===== src/rtl/sumador_serial.sv =====
// sumador_serial: WIDTH-bit add/subtract/clear/hold unit that walks the
// operands SLICE bits per enabled clock, with a START/BUSY/DONE handshake.
//
// Ports
//   CLK, RST_N    clock, asynchronous active-low reset
//   ENB           global enable; 0 freezes every register (stall)
//   START         request, sampled only in IDLE with ENB=1
//   MODO          00 hold, 01 add, 10 subtract, 11 clear
//   A, B, Cin     operands and carry/borrow in, captured at the START edge
//   ACC           1 = operand A is the current Q
//   Q, RCO, OVF   registered result, carry/borrow out, signed overflow
//   BUSY, DONE    operation in flight / one-cycle result-updated pulse
module sumador_serial #(
  parameter int unsigned WIDTH = 16,
  parameter int unsigned SLICE = 4
) (
  input  logic             CLK,
  input  logic             RST_N,
  input  logic             ENB,
  input  logic             START,
  input  logic [1:0]       MODO,
  input  logic [WIDTH-1:0] A,
  input  logic [WIDTH-1:0] B,
  input  logic             Cin,
  input  logic             ACC,
  output logic [WIDTH-1:0] Q,
  output logic             RCO,
  output logic             OVF,
  output logic             BUSY,
  output logic             DONE
);

  localparam int unsigned NSLICE = WIDTH / SLICE;
  localparam int unsigned CW     = (NSLICE > 1) ? $clog2(NSLICE) : 1;

  typedef enum logic {
    S_IDLE = 1'b0,
    S_BUSY = 1'b1
  } state_e;

  state_e           state_q, state_d;
  logic [CW-1:0]    cnt_q, cnt_d;
  logic [WIDTH-1:0] a_q, a_d;      // operand A, shifted down one slice per step
  logic [WIDTH-1:0] b_q, b_d;      // effective operand B (already inverted for subtract)
  logic [WIDTH-1:0] res_q, res_d;  // shadow result, filled from the top
  logic             carry_q, carry_d;
  logic             sub_q, sub_d;
  logic [WIDTH-1:0] q_q, q_d;
  logic             rco_q, rco_d;
  logic             ovf_q, ovf_d;
  logic             done_q, done_d;

  logic [SLICE:0]   slice_sum;
  logic             msb_cin;

  // State and datapath registers
  always_ff @(posedge CLK or negedge RST_N) begin
    if (!RST_N) begin
      state_q <= S_IDLE;
      cnt_q   <= '0;
      a_q     <= '0;
      b_q     <= '0;
      res_q   <= '0;
      carry_q <= 1'b0;
      sub_q   <= 1'b0;
      q_q     <= '0;
      rco_q   <= 1'b0;
      ovf_q   <= 1'b0;
      done_q  <= 1'b0;
    end else begin
      state_q <= state_d;
      cnt_q   <= cnt_d;
      a_q     <= a_d;
      b_q     <= b_d;
      res_q   <= res_d;
      carry_q <= carry_d;
      sub_q   <= sub_d;
      q_q     <= q_d;
      rco_q   <= rco_d;
      ovf_q   <= ovf_d;
      done_q  <= done_d;
    end
  end

  // Next-state, slice adder and result update
  always_comb begin
    state_d = state_q;
    cnt_d   = cnt_q;
    a_d     = a_q;
    b_d     = b_q;
    res_d   = res_q;
    carry_d = carry_q;
    sub_d   = sub_q;
    q_d     = q_q;
    rco_d   = rco_q;
    ovf_d   = ovf_q;
    done_d  = done_q;

    // Low slice of the shifted operands is always the one being processed
    slice_sum = {1'b0, a_q[SLICE-1:0]} + {1'b0, b_q[SLICE-1:0]} + (SLICE+1)'(carry_q);
    // Carry into the slice MSB; on the last slice this is the carry into bit WIDTH-1
    msb_cin   = a_q[SLICE-1] ^ b_q[SLICE-1] ^ slice_sum[SLICE-1];

    if (ENB) begin
      done_d = 1'b0;
      case (state_q)
        S_IDLE: begin
          if (START) begin
            case (MODO)
              2'b00: done_d = 1'b1;
              2'b11: begin
                q_d    = '0;
                rco_d  = 1'b0;
                ovf_d  = 1'b0;
                done_d = 1'b1;
              end
              default: begin
                a_d     = ACC ? q_q : A;
                b_d     = MODO[1] ? ~B : B;
                carry_d = MODO[1] ? ~Cin : Cin;
                sub_d   = MODO[1];
                cnt_d   = '0;
                state_d = S_BUSY;
              end
            endcase
          end
        end
        S_BUSY: begin
          a_d     = a_q >> SLICE;
          b_d     = b_q >> SLICE;
          res_d   = (res_q >> SLICE) | (WIDTH'(slice_sum[SLICE-1:0]) << (WIDTH - SLICE));
          carry_d = slice_sum[SLICE];
          cnt_d   = cnt_q + CW'(1);
          if (cnt_q == CW'(NSLICE - 1)) begin
            // Atomic commit of the whole result on the last slice
            q_d     = res_d;
            rco_d   = slice_sum[SLICE] ^ sub_q;
            ovf_d   = msb_cin ^ slice_sum[SLICE];
            done_d  = 1'b1;
            cnt_d   = '0;
            state_d = S_IDLE;
          end
        end
        default: state_d = S_IDLE;
      endcase
    end
  end

  assign Q    = q_q;
  assign RCO  = rco_q;
  assign OVF  = ovf_q;
  assign BUSY = (state_q == S_BUSY);
  assign DONE = done_q;

endmodule


===== config.mk =====
export PLATFORM = sky130hd
export DESIGN_NAME = sumador_serial
export DESIGN_NICKNAME = d
export VERILOG_FILES = /design/src/rtl/sumador_serial.sv
export SDC_FILE = /design/constraint.sdc
export NUM_CORES = 1
export LEC_CHECK = 0
export CAP_MARGIN = 15
export CORE_MARGIN = 1
export CORE_UTILIZATION = 55
export DETAILED_ROUTE_END_ITERATION = 12
export DONT_BUFFER_PORTS = 1
export PLACE_DENSITY = 0.69
export SYNTH_ARGS = -nofsm -noshare
export SYNTH_HDL_FRONTEND = slang
export SYNTH_SLANG_ARGS = --single-unit
export TNS_END_PERCENT = 1

===== constraint.sdc =====
create_clock -name CLK -period 3.9 [get_ports CLK]
set_input_delay 0.195 -clock CLK [delete_from_list [all_inputs] [get_ports CLK]]
set_output_delay 0.195 -clock CLK [all_outputs]
set_load 0.01 [all_outputs]

=== Yosys cells after proc, flatten, opt, wreduce, memory -nomap -nowiden ===
Index checks and enable logic that the tools add are counted.

* Add/sub/neg operators: 3
* Equality and inequality tests: 6
* Muxes and demuxes: 34
* Bitwise operators: 9
* Reduce and logical (&&, ||, !) cells: 6

{| class="wikitable"
|+ Operators by type and width
! kind !! number
|-
| 16-bit 2-to-1 mux || 9
|-
| 16-bit one-hot mux with 2 select lines || 3
|-
| 16-bit inverter || 1
|-
| 12-bit by 16-bit OR with 16-bit output || 1
|-
| 1-bit 2-to-1 mux || 13
|-
| 1-bit one-hot mux with 2 select lines || 5
|-
| 4-bit AND reduction || 2
|-
| 2-bit 2-to-1 mux || 3
|-
| 4-bit by 4-bit adder with 5-bit output || 1
|-
| 5-bit by 1-bit adder with 5-bit output || 1
|-
| 2-bit equality test (second input constant) || 2
|-
| 2-bit by 1-bit inequality test with 1-bit output (second input constant) || 2
|-
| 2-bit inequality test (second input constant) || 2
|-
| 2-bit one-hot mux with 2 select lines || 1
|-
| 1-bit bitwise XOR || 4
|-
| 1-bit inverter || 3
|-
| 3-bit AND reduction || 1
|-
| 2-bit by 1-bit adder with 2-bit output (second input constant) || 1
|-
| 2-bit zero test || 1
|-
| 2-bit AND reduction || 1
|-
| 2-bit OR reduction || 1
|}

* Register bits after elaboration: 72
* Bits of input ports: 40
* Logic and storage cells: 69

=== Logic depth before layout (Yosys ltp) ===
* Depth after elaboration: 6
* Mapped depth: 7
* Depth with buffers taken out: 7

=== Worst setup path before layout ===
OpenSTA, ideal clock, no wires.

* Path type: register to register
* Start: register a_q[0]
* End: register ovf_q, in the netlist OVF
* Arrival time: 1.628 ns
* Data required time: 3.778 ns
* Slack: 2.150 ns
* Cell stages (with the launch flop): 8
* Path buffers: 0
* Period minus slack after synthesis: 1.750 ns
* Cells stage by stage: dfrtp_1 fa_1 inv_1 fa_1 nand2b_1 a21oi_2 xnor2_1 a32o_1

* Longest elaborated chain between the ends: 6

{| class="wikitable"
|+ Ends and longest elaborated chain
! what !! RTL line !! RTL
|-
| start, declared || 43 || <nowiki>logic [WIDTH-1:0] a_q, a_d;</nowiki>
|-
| start signal, assigned || 61 || <nowiki>a_q <= '0;</nowiki>
|-
| start signal, assigned || 73 || <nowiki>a_q <= a_d;</nowiki>
|-
| 4-bit by 4-bit adder with 5-bit output (*) || 100 || <nowiki>slice_sum = {1'b0, a_q[SLICE-1:0]} + {1'b0, b_q[SLICE-1:0]} + (SLICE+1)'(carry_q);</nowiki>
|-
| 5-bit by 1-bit adder with 5-bit output (*) || 100 ||
|-
| 1-bit bitwise XOR || 102 || <nowiki>msb_cin = a_q[SLICE-1] ^ b_q[SLICE-1] ^ slice_sum[SLICE-1];</nowiki>
|-
| 1-bit bitwise XOR (*) || 138 || <nowiki>ovf_d = msb_cin ^ slice_sum[SLICE];</nowiki>
|-
| 1-bit 2-to-1 mux (*) || 134 || <nowiki>if (cnt_q == CW'(NSLICE - 1)) begin</nowiki>
|-
| 1-bit one-hot mux with 2 select lines (*) || 106 || <nowiki>case (state_q)</nowiki>
|-
| end signal, assigned || 80 || <nowiki>ovf_q <= ovf_d;</nowiki>
|-
| end, declared || 50 || <nowiki>logic ovf_q, ovf_d;</nowiki>
|}

Mark *: on every way between the ends. The rest lies on a longest branch, timed or not. The select of a mux whose other input is x is not followed.
A chain may end at the register's enable or synchronous reset.

=== Worst setup path after layout ===
* Start: register state_q, in the netlist BUSY
* End: register q_q[12], in the netlist Q[12]

* Longest elaborated chain between the ends: 3

{| class="wikitable"
|+ Ends and longest elaborated chain
! what !! RTL line !! RTL
|-
| start, declared || 41 || <nowiki>state_e state_q, state_d;</nowiki>
|-
| start signal, assigned || 71 || <nowiki>state_q <= state_d;</nowiki>
|-
| 1-bit inverter (no line) || -- ||
|-
| 2-bit by 1-bit inequality test with 1-bit output (no line) or 2-bit inequality test (tied branches) || -- ||
|-
| 4-bit AND reduction (no line) || -- ||
|-
| end signal, assigned || 78 || <nowiki>q_q <= q_d;</nowiki>
|-
| end, declared || 48 || <nowiki>logic [WIDTH-1:0] q_q, q_d;</nowiki>
|}

Several ways; a longest one is shown, not always the timed one.

==> reports/qor.csv <==
stage;metric;value;unit
run_status;status;completed;
pwr;p_seq_frac;0.461;
flow_run;cap_violations;0;
floorplanning;dieArea;6390;um^2
sta;final_hold_viol_count;0;
route;via_per_inst;5.49;
synthesis;ys_seq_elements;68;
pwr;p_int;0.00176;W
placement;io_buffer_count;0;
worst_setup_path;rr_worst_depth;4;
synthesis;ys.warnings.count;0;
sta;worst_slack;1.73;ns
pwr;p_sw;0.00102;W
worst_hold_path;hp-start;ENB;
worst_setup_path;cp-end-kind;register;
synthesis;syn_inst;340;
floorplanning;core_area;5890;um^2
worst_hold_path;hold_depth;3;
sta;fmax;460;MHz
pwr;switching_share;0.367;
route;vias;2261;
final_layout;multi_input_area;1460;um^2
floorplanning;ioPinCount;60;
sta;slew_viol_final;0;
placement;pre_cts_ws;1.74;ns
sta;skew;0.00871;ns
floorplanning;die_w;80.0;um
pwr;power_density;776;nW/um^2
synthesis;syn_area_per_cell;9.83;um^2
sta;fin_tns_setup;0;ns
route;drt-total-wl;6520;um
grt;antenna_found_initial;0;
placement;dp_hpwl;4470;um
final_layout;fin_nets;380;
worst_setup_path;crit_path_start_kind;register;
final_layout;area_growth;7.04;%
clock_network;cts_made_buffers;9;
clock_network;cts-resized-gates;0;
pwr;combPwrFrac;0.299;
synthesis;syn_area;3340;um^2
route;wl_per_cell;15.8;um
pwr;leakage;1.61;nW
floorplanning;initial_core_util;0.568;
worst_setup_path;reg2reg_from;BUSY$_DFFE_PN0P_;
synthesis;syn-num-nets;387;
clock_network;htreeDepth;3;
final_layout;seq_area;1700;um^2
synthesis;yosysUniqueCellTypes;31;
grt;grt_pass1_vias;2181;
route;drc;0;
pwr;ir_drop;323;uV
route;drtAntennaViolNets;0;
sta;setup_viol;0;
worst_setup_path;regToRegEndpoint;Q[12]$_DFFE_PN0P_;
sta;max_slew.worst_pin.slew;0.971;ns
worst_setup_path;arrival;2.37;ns
final_layout;diodes;0;
floorplanning;rows;28;
floorplanning;die_h;80.0;um
clock_network;cts_buffer_depth;2;
clock_network;cts.sinks;68;
grt;grt_max_degree;69;
grt;grt_usage;0.222;
clock_network;cts_tree;done;
worst_hold_path;worstHoldEndpoint;BUSY$_DFFE_PN0P_;
final_layout;drive_gt1_frac;0.0979;
clock_network;clkTransAtPathRegs;0.07;ns
final_layout;final_cell_area;3580;um^2
placement;place.gp.congestion;0.827;
clock_network;clockRootBuffer;clkbuf_8;
sta;rsz0062_at_grt;no;
synthesis;ys_seq_area_frac;0.509;
final_layout;fill_cells;510;
placement;place_area;3290;um^2
grt;gr-total-overflow;0;
sta;fin_crit;2.17;ns
sta;post-route-period-util;0.557;
clock_network;clock_latency;0.34;ns
worst_setup_path;r2r_slack;1.73;ns
pwr;pwr-share-clk;0.240;
sta;max_slew_margin;0.350;
worst_hold_path;hold_path.class;in -> reg;
grt;grt_pass1_wl;10400;um
worst_setup_path;critPathKind;reg -> reg;
worst_setup_path;cp.required;4.09;ns
route;first_pass_iters;4;
worst_setup_path;path_max_fanout;42;
clock_network;cts_setup_buffers;0;
route;initialDrtViolationCount;137;
## area by class of cell
type	count	area share
flip-flops and latches	68	0.476
multi-input cells	244	0.409
clock buffers	12	0.0462
clock inverters	3	0.0192
inverters	5	0.00525
repair buffers	5	0.0182
well taps	75	0.0262
## power groups by stage
| stage | Clock [W] | Sequential, W | Combinational [W] |
|---|---|---|---|
| finish | 0.000667 | 0.00128 | 0.000831 |
| global route | 0.000698 | 0.00131 | 0.000958 |
| CTS | 0.000679 | 0.00128 | 0.000840 |
| detailed placement | 0 | 0.00129 | 0.000815 |
| global placement | 0 | 0.00128 | 0.000787 |
| floorplan | 0 | 0.00118 | 0.000736 |
## Yosys cell counts
cell type,instances,share of area
o21ai_4,1,0.0049
and2_1,1,0.0019
mux2_2,11,0.037
clkbuf_1,1,0.0011
nand2b_1,1,0.0019
nand2_2,1,0.0019
clkbuf_2,1,0.0015
xor2_1,2,0.0052
a21oi_1,25,0.037
buf_6,6,0.020
fa_1,2,0.012
inv_1,5,0.0056
o21ai_1,3,0.0045
a21oi_2,2,0.0052
mux2i_1,16,0.048
a31oi_1,1,0.0019
nand4_1,1,0.0019
o21ai_0,44,0.066
nand2_1,69,0.077
buf_2,12,0.018
xnor2_1,19,0.050
and3b_1,1,0.0026
a22o_1,1,0.0026
ha_1,5,0.019
a21o_1,2,0.0045
nor2_1,27,0.030
o31ai_1,5,0.011
a32o_1,3,0.0090
and2_0,1,0.0019
dfrtp_1,68,0.51
buf_4,3,0.0067
## repair_timing
action	in CTS	in global routing
setup endpoints to repair	0	0
endpoints found under the hold margin	70	0
hold buffers	4	0
## metal layers
metal  wire, um  GRT usage  vias up
li1           -          -     1131
met3        239     0.0457       11
met5          0          0        -
met1       3120      0.300     1075
met4        133      0.107        0
met2       3030      0.340       44
## layout by cell type, fill, tap and decap left out, types with 2 or more instances in the layout
cell           synthesis  layout
a21o_1                 2       2
a21oi_1               25      25
a21oi_2                2       2
a32o_1                 3       3
bufinv_16              0       2
clkbuf_8               0      12
dfrtp_1               68      67
dlygate4sd3_1          0       3
fa_1                   2       2
ha_1                   5       5
inv_1                  5       5
mux2_2                11      11
mux2i_1               16      16
nand2_1               69      69
nor2_1                27      27
o21ai_0               44      44
o21ai_1                3       3
o31ai_1                5       5
xnor2_1               19      19
xor2_1                 2       2
## cell families after synthesis
group	Yosys count	synth area share
simple gates	102	0.120
flops	68	0.509
mux	27	0.0850
fa+ha+maj	7	0.0307
xor+xnor	21	0.0550
buf+inv	28	0.0532
compound gates	87	0.147
## through the flow
stage / hold WS (ns) / cells / total power (W) / util
final: 0.0252 / 412 / 0.00278 / 0.608
after global routing: 0.0201 / 412 / 0.00297 / 0.608
after CTS: 0.00980 / 412 / 0.00280 / 0.608
after detailed placement: -0.0986 / 393 / 0.00211 / 0.558
after global placement: -0.0982 / 393 / 0.00207 / 0.558
after floorplan: -0.101 / 340 / 0.00192 / -
## critical path, stage by stage (launching register included)
cell,delay [ns]
dfrtp_2,0.61
buf_4,0.36
and2_1,0.23
o21ai_4,0.59
o21ai_0,0.22
## sequential cells by signal, summed over array words and instances, names as in the netlist
register,cells
Q,16
BUSY,1
RCO,1
carry_q,1
cnt_q,2
a_q,16
DONE,1
res_q,12
OVF,1
sub_q,1
b_q,16
## worst max-delay path by stage
| stage | from | end | slack (ns) | depth (start not counted) |
|---|---|---|---|---|
| 2_1_floorplan | a_q[0]$_DFFE_PN0P_ | OVF$_DFFE_PN0P_ | 2.15 | 7 |
| 4_1_cts | BUSY$_DFFE_PN0P_ | Q[12]$_DFFE_PN0P_ | 1.73 | 4 |
| 5_1_grt | BUSY$_DFFE_PN0P_ | Q[12]$_DFFE_PN0P_ | 1.53 | 4 |
| 3_3_place_gp | BUSY$_DFFE_PN0P_ | sub_q$_DFFE_PN0P_ | 1.78 | 4 |
| 3_5_place_dp | BUSY$_DFFE_PN0P_ | Q[12]$_DFFE_PN0P_ | 1.74 | 4 |
| 6_report | BUSY$_DFFE_PN0P_ | Q[12]$_DFFE_PN0P_ | 1.73 | 4 |
No activity file was read; power rests on OpenSTA's default activity.
